--- src/rtl/pump_driver_ctrl.sv ---
// Pump driver controller: synchronises and debounces the active-low sensor line,
// then runs the pump FSM with minimum-on, maximum-on fault and cooldown timing.
module pump_driver_ctrl #(
    parameter int unsigned DEBOUNCE_CYCLES = 250000,
    parameter int unsigned MIN_ON_CYCLES   = 25000000,
    parameter int unsigned MAX_ON_CYCLES   = 750000000,
    parameter int unsigned COOLDOWN_CYCLES = 125000000
) (
    input  logic       clk,
    input  logic       rst_n,
    input  logic       sensor_col_n,
    input  logic       enable,
    input  logic       fault_clr,
    output logic       pump_base,
    output logic       led_pump,
    output logic       led_fault,
    output logic [1:0] state_o
);

    localparam int unsigned DB_W  = $clog2(DEBOUNCE_CYCLES) + 1;
    localparam int unsigned RUN_W = $clog2(MAX_ON_CYCLES) + 1;
    localparam int unsigned CD_W  = $clog2(COOLDOWN_CYCLES) + 1;

    localparam logic [DB_W-1:0]  DB_LAST  = DB_W'(DEBOUNCE_CYCLES - 1);
    localparam logic [RUN_W-1:0] MIN_LAST = RUN_W'(MIN_ON_CYCLES - 1);
    localparam logic [RUN_W-1:0] MAX_LAST = RUN_W'(MAX_ON_CYCLES - 1);
    localparam logic [CD_W-1:0]  CD_LAST  = CD_W'(COOLDOWN_CYCLES - 1);

    typedef enum logic [1:0] {
        ST_IDLE     = 2'b00,
        ST_RUN      = 2'b01,
        ST_COOLDOWN = 2'b10,
        ST_FAULT    = 2'b11
    } state_t;

    state_t           state_q, state_d;
    logic             s1_q, s1_d;
    logic             s2_q, s2_d;
    logic             dry_db_q, dry_db_d;
    logic [DB_W-1:0]  db_cnt_q, db_cnt_d;
    logic [RUN_W-1:0] run_cnt_q, run_cnt_d;
    logic [CD_W-1:0]  cd_cnt_q, cd_cnt_d;
    logic             pump_q, pump_d;
    logic             fault_q, fault_d;

    always_comb begin
        s1_d = sensor_col_n;
        s2_d = s1_q;

        dry_db_d = dry_db_q;
        db_cnt_d = db_cnt_q;
        if (s2_q == dry_db_q) begin
            db_cnt_d = '0;
        end else if (db_cnt_q == DB_LAST) begin
            dry_db_d = s2_q;
            db_cnt_d = '0;
        end else begin
            db_cnt_d = db_cnt_q + DB_W'(1);
        end

        state_d   = state_q;
        run_cnt_d = run_cnt_q;
        cd_cnt_d  = cd_cnt_q;
        case (state_q)
            ST_IDLE: begin
                if (enable && dry_db_q) begin
                    state_d   = ST_RUN;
                    run_cnt_d = '0;
                end
            end
            ST_RUN: begin
                if (run_cnt_q != MAX_LAST) begin
                    run_cnt_d = run_cnt_q + RUN_W'(1);
                end
                // A wet sensor at max expiry wins over the fault exit.
                if (!enable) begin
                    state_d  = ST_COOLDOWN;
                    cd_cnt_d = '0;
                end else if (run_cnt_q >= MIN_LAST && !dry_db_q) begin
                    state_d  = ST_COOLDOWN;
                    cd_cnt_d = '0;
                end else if (run_cnt_q == MAX_LAST && dry_db_q) begin
                    state_d = ST_FAULT;
                end
            end
            ST_COOLDOWN: begin
                if (cd_cnt_q == CD_LAST) begin
                    state_d = ST_IDLE;
                end else begin
                    cd_cnt_d = cd_cnt_q + CD_W'(1);
                end
            end
            ST_FAULT: begin
                if (fault_clr) begin
                    state_d  = ST_COOLDOWN;
                    cd_cnt_d = '0;
                end
            end
            default: state_d = ST_IDLE;
        endcase

        pump_d  = (state_d == ST_RUN);
        fault_d = (state_d == ST_FAULT);
    end

    always_ff @(posedge clk or negedge rst_n) begin
        if (!rst_n) begin
            state_q   <= ST_IDLE;
            s1_q      <= 1'b0;
            s2_q      <= 1'b0;
            dry_db_q  <= 1'b0;
            db_cnt_q  <= '0;
            run_cnt_q <= '0;
            cd_cnt_q  <= '0;
            pump_q    <= 1'b0;
            fault_q   <= 1'b0;
        end else begin
            state_q   <= state_d;
            s1_q      <= s1_d;
            s2_q      <= s2_d;
            dry_db_q  <= dry_db_d;
            db_cnt_q  <= db_cnt_d;
            run_cnt_q <= run_cnt_d;
            cd_cnt_q  <= cd_cnt_d;
            pump_q    <= pump_d;
            fault_q   <= fault_d;
        end
    end

    assign pump_base = pump_q;
    assign led_pump  = pump_q;
    assign led_fault = fault_q;
    assign state_o   = state_q;

endmodule

--- config.mk ---
export PLATFORM = sky130hd
export DESIGN_NAME = pump_driver_ctrl
export DESIGN_NICKNAME = d
export VERILOG_FILES = /design/src/rtl/pump_driver_ctrl.sv
export SDC_FILE = /design/constraint.sdc
export NUM_CORES = 1
export LEC_CHECK = 0
export CAP_MARGIN = 30
export CORE_MARGIN = 5
export CORE_UTILIZATION = 52
export CTS_BUF_LIST = sky130_fd_sc_hd__clkbuf_16
export DETAILED_ROUTE_END_ITERATION = 7
export GPL_ROUTABILITY_DRIVEN = 1
export PLACE_DENSITY_LB_ADDON = 0.2
export SLEW_MARGIN = 0
export SYNTH_ARGS = -nofsm -noshare
export SYNTH_HDL_FRONTEND = slang
export SYNTH_SLANG_ARGS = --single-unit
--- constraint.sdc ---
create_clock -name clk -period 3.1 [get_ports clk]
set_input_delay 0.62 -clock clk [delete_from_list [all_inputs] [get_ports clk]]
set_output_delay 0.62 -clock clk [all_outputs]
set_load 0.02 [all_outputs]
==> impl_metrics.csv <==
group,metric,value,unit
clock_network,ctsHoldBuffers,0,
route,postRouteAntennaNets,0,
pwr,internal_power,1.69,mW
placed_design,pre_cts_ws,0.261,ns
clock_network,cts_buffer_depth,2,
route,drt_wl_total,10.1,mm
die,dieArea,10800,µm²
sta,hold_violations,0,
route,met3_length,521,µm
critical_path,crit_chain,"or4b_1 > or3_1 > or4b_1 > nand2_4 > o21ai_0 > a21oi_1",
die,design.core.area,8640,µm²
sta,setup_violations,0,
cells_and_area,drive_gt1_share,7.09,%
critical_path,critPathCaptureType,"flip-flop",
sta,min_period,2.63,ns
global_routing,grt.overflow.total,0,
global_routing,grt_pass1_vias,3631,
sta,slew_violations,0,
global_routing,grt_pass1_wl,17.4,mm
die,io_pins,10,
route,top_layer,"met4",
critical_path,critPathLaunchType,"flip-flop",
die,die_x,104,µm
logic_synthesis,yosysUniqueCellTypes,51,
logic_synthesis,syn_area,4580,µm²
sta,fmax,0.380,GHz
sta,holdWs,0.240,ns
route,viasPerCell,6.18,
clock_network,clk_latency,0.34,ns
cells_and_area,final_nets,539,
route,drc,0,
pwr,p_seq_share,50.6,%
clock_network,cts_tree,"done",
pwr,power_density,431,nW/µm²
sta,period_share,84.8,%
pwr,p_leak,2.09,nW
sta,clock_skew,0.00887,ns
clock_network,htree_levels,3,
critical_path,max_stage_delay,0.69,ns
logic_synthesis,synth_nets,527,
route,m1WireLength,4.86,mm
logic_synthesis,ys_top_cells_by_area,"dfrtp_1 46%, nor2_1 5.7%, nand2_1 4.3%",
cells_and_area,final_core_util,59.2,%
cells_and_area,area_growth,11.6,%
die,die_h,104,µm
logic_synthesis,yosysSeqAreaShare,46.4,%
logic_synthesis,yosysWarnings,0,
sta,tightestPinTransition,0.596,ns
route,drt_first_pass_iters,5,
logic_synthesis,syn_avg_cell_area,8.83,µm²
critical_path,cp.required,3.35,ns
clock_network,clock_sinks,85,
pwr,swShare,23.4,%
die,fp-row-count,34,
route,wl_per_cell,15.7,µm
critical_path,crit_arrival,2.88,ns
placed_design,place.gp.congestion,0.911,
critical_path,slowest_stage,"or4b_1",
cells_and_area,layout_common_cells,"85 x dfrtp_1, 70 x nor2_1, 52 x nand2_1, 35 x nand3_1, 27 x a31oi_1",
route,wl_met2,4.57,mm
cells_and_area,num_antenna_cells,0,
route,routed-via-count,3982,
critical_path,worstPathMaxFanout,10,
critical_path,path_delay_family,"simple AND/OR/NAND/NOR gates",
sta,setup_tns,0,ns
clock_network,cts_setup_buffers,0,
logic_synthesis,synth_top_flop_cell,"dfrtp_1",
placed_design,dp_hpwl,6.97,mm
logic_synthesis,syn_inst,519,
clock_network,clkTransAtPathRegs,0.07,ns
logic_synthesis,yosysTopAreaCellShare,46.4,%
cells_and_area,final_common_cell,"dfrtp_1",
route,drt_iter0_drc,286,
logic_synthesis,async_flop_share,100,%
logic_synthesis,synth_seq_cells,85,
critical_path,cpMostUsedCell,"or4b_1",
global_routing,grt_start_max_net_pins,50,
global_routing,grt_antenna_before_repair,0,
sta,rsz0062_at_grt,"false",
clock_network,root_buffer,"clkbuf_16",
sta,worst_slack,0.470,ns
logic_synthesis,synth.largest_area_cell,"dfrtp_1",
critical_path,cp_num_buf_inv,0,
clock_network,cts_buffers,9,
sta,relSlewSlack,60.0,%
logic_synthesis,synth_edf_count,0,
pwr,p_comb_share,1.9,%
clock_network,cts_resized,0,
run,cap_violations,0,
global_routing,track_usage,18.9,%
pwr,clkPwrFrac,47.5,%
pwr,p_sw,0.516,mW
die,start_util,53.1,%
pwr,ir_drop,0.000372,V
critical_path,path_class,"reg -> reg",
placed_design,io_buffers,9,
critical_path,regToRegSetupSlack,0.47,ns
min_path,hp-class,"in -> async",
status,status,"finished clean",
## metal layers
| metal | global-route usage [%] | vias to the layer above |
|---|---|---|
| met1 | 28.1 | 1949 |
| met5 | 0 | - |
| li1 | - | 1909 |
| met2 | 28.2 | 107 |
| met3 | 3.97 | 17 |
| met4 | 4.90 | 0 |
## area by class of cell
type	count	area (µm²)
fill	772	3520
multi-input combinational	401	2330
sequential	85	2130
clock buffer	9	225
timing repair buffer	20	183
tap	108	135
clock inverter	7	66.3
inverter	14	52.6
## worst paths after layout
kind / depth (start not counted) / startpoint / end
min: 1 / rst_n / db_cnt_q[8]
max: 6 / run_cnt_q[16] / run_cnt_q[27]
min in group clk: 0 / s1_q / s2_q
min reg2reg: 0 / s1_q / s2_q
max reg2reg: 6 / run_cnt_q[16] / run_cnt_q[27]
max in group asynchronous: 2 / rst_n / cd_cnt_q[27]
## synthesized netlist by cell type, drive strengths merged, types with 2 or more instances
library cell and n:
and3 11, nor3 22, a21oi 20, or4b 3, nor2 70, and4 2
a31oi 28, nand4 18, mux2i 3, nor2b 2, a21boi 2, ha 3
a2bb2oi 2, nand2 54, xnor2 18, clkbuf 14, o211ai 3, buf 5
nand3 36, and2 4, nor3b 2, a32oi 2, xor2 15, nor4 12
nand2b 6, nor4bb 2, o21ai 24, or4 8, nor4b 2, dfrtp 85
or3 13, inv 14, o31ai 5
## per-stage QoR
stage	cell area, µm²	cells	total power [mW]
floorplan	4580	519	1.15
global placement	4820	628	1.18
detailed placement	4820	628	1.18
CTS	5120	644	2.23
global route	5120	644	2.29
finish	5120	644	2.21
## logic make-up (layout without fill, tap and decap cells)
family,after synthesis,count (layout),share of synthesized area (%)
compound gates,91,91,12.3
mux,4,4,0.901
flops,85,85,46.4
buf+inv,33,50,3.17
xor+xnor,33,33,6.30
simple gates,270,270,30.1
fa+ha+maj,3,3,0.819
## flip-flops by register name (all words and copies together), names as in the netlist
signal	cells
cd_cnt_q	28
db_cnt_q	19
dry_db_q	1
led_fault	1
led_pump	1
run_cnt_q	31
s1_q	1
s2_q	1
state_o	2
## power by group through the flow
| stage | sequential, mW | clock (mW) | combinational [mW] |
|---|---|---|---|
| final | 1.12 | 1.05 | 0.0414 |
| after global routing | 1.12 | 1.12 | 0.0493 |
| after CTS | 1.12 | 1.07 | 0.0438 |
| after detailed placement | 1.14 | 0 | 0.0436 |
| after global placement | 1.14 | 0 | 0.0427 |
| after floorplan | 1.14 | 0 | 0.00881 |
(Power assumes the default switching activity.)
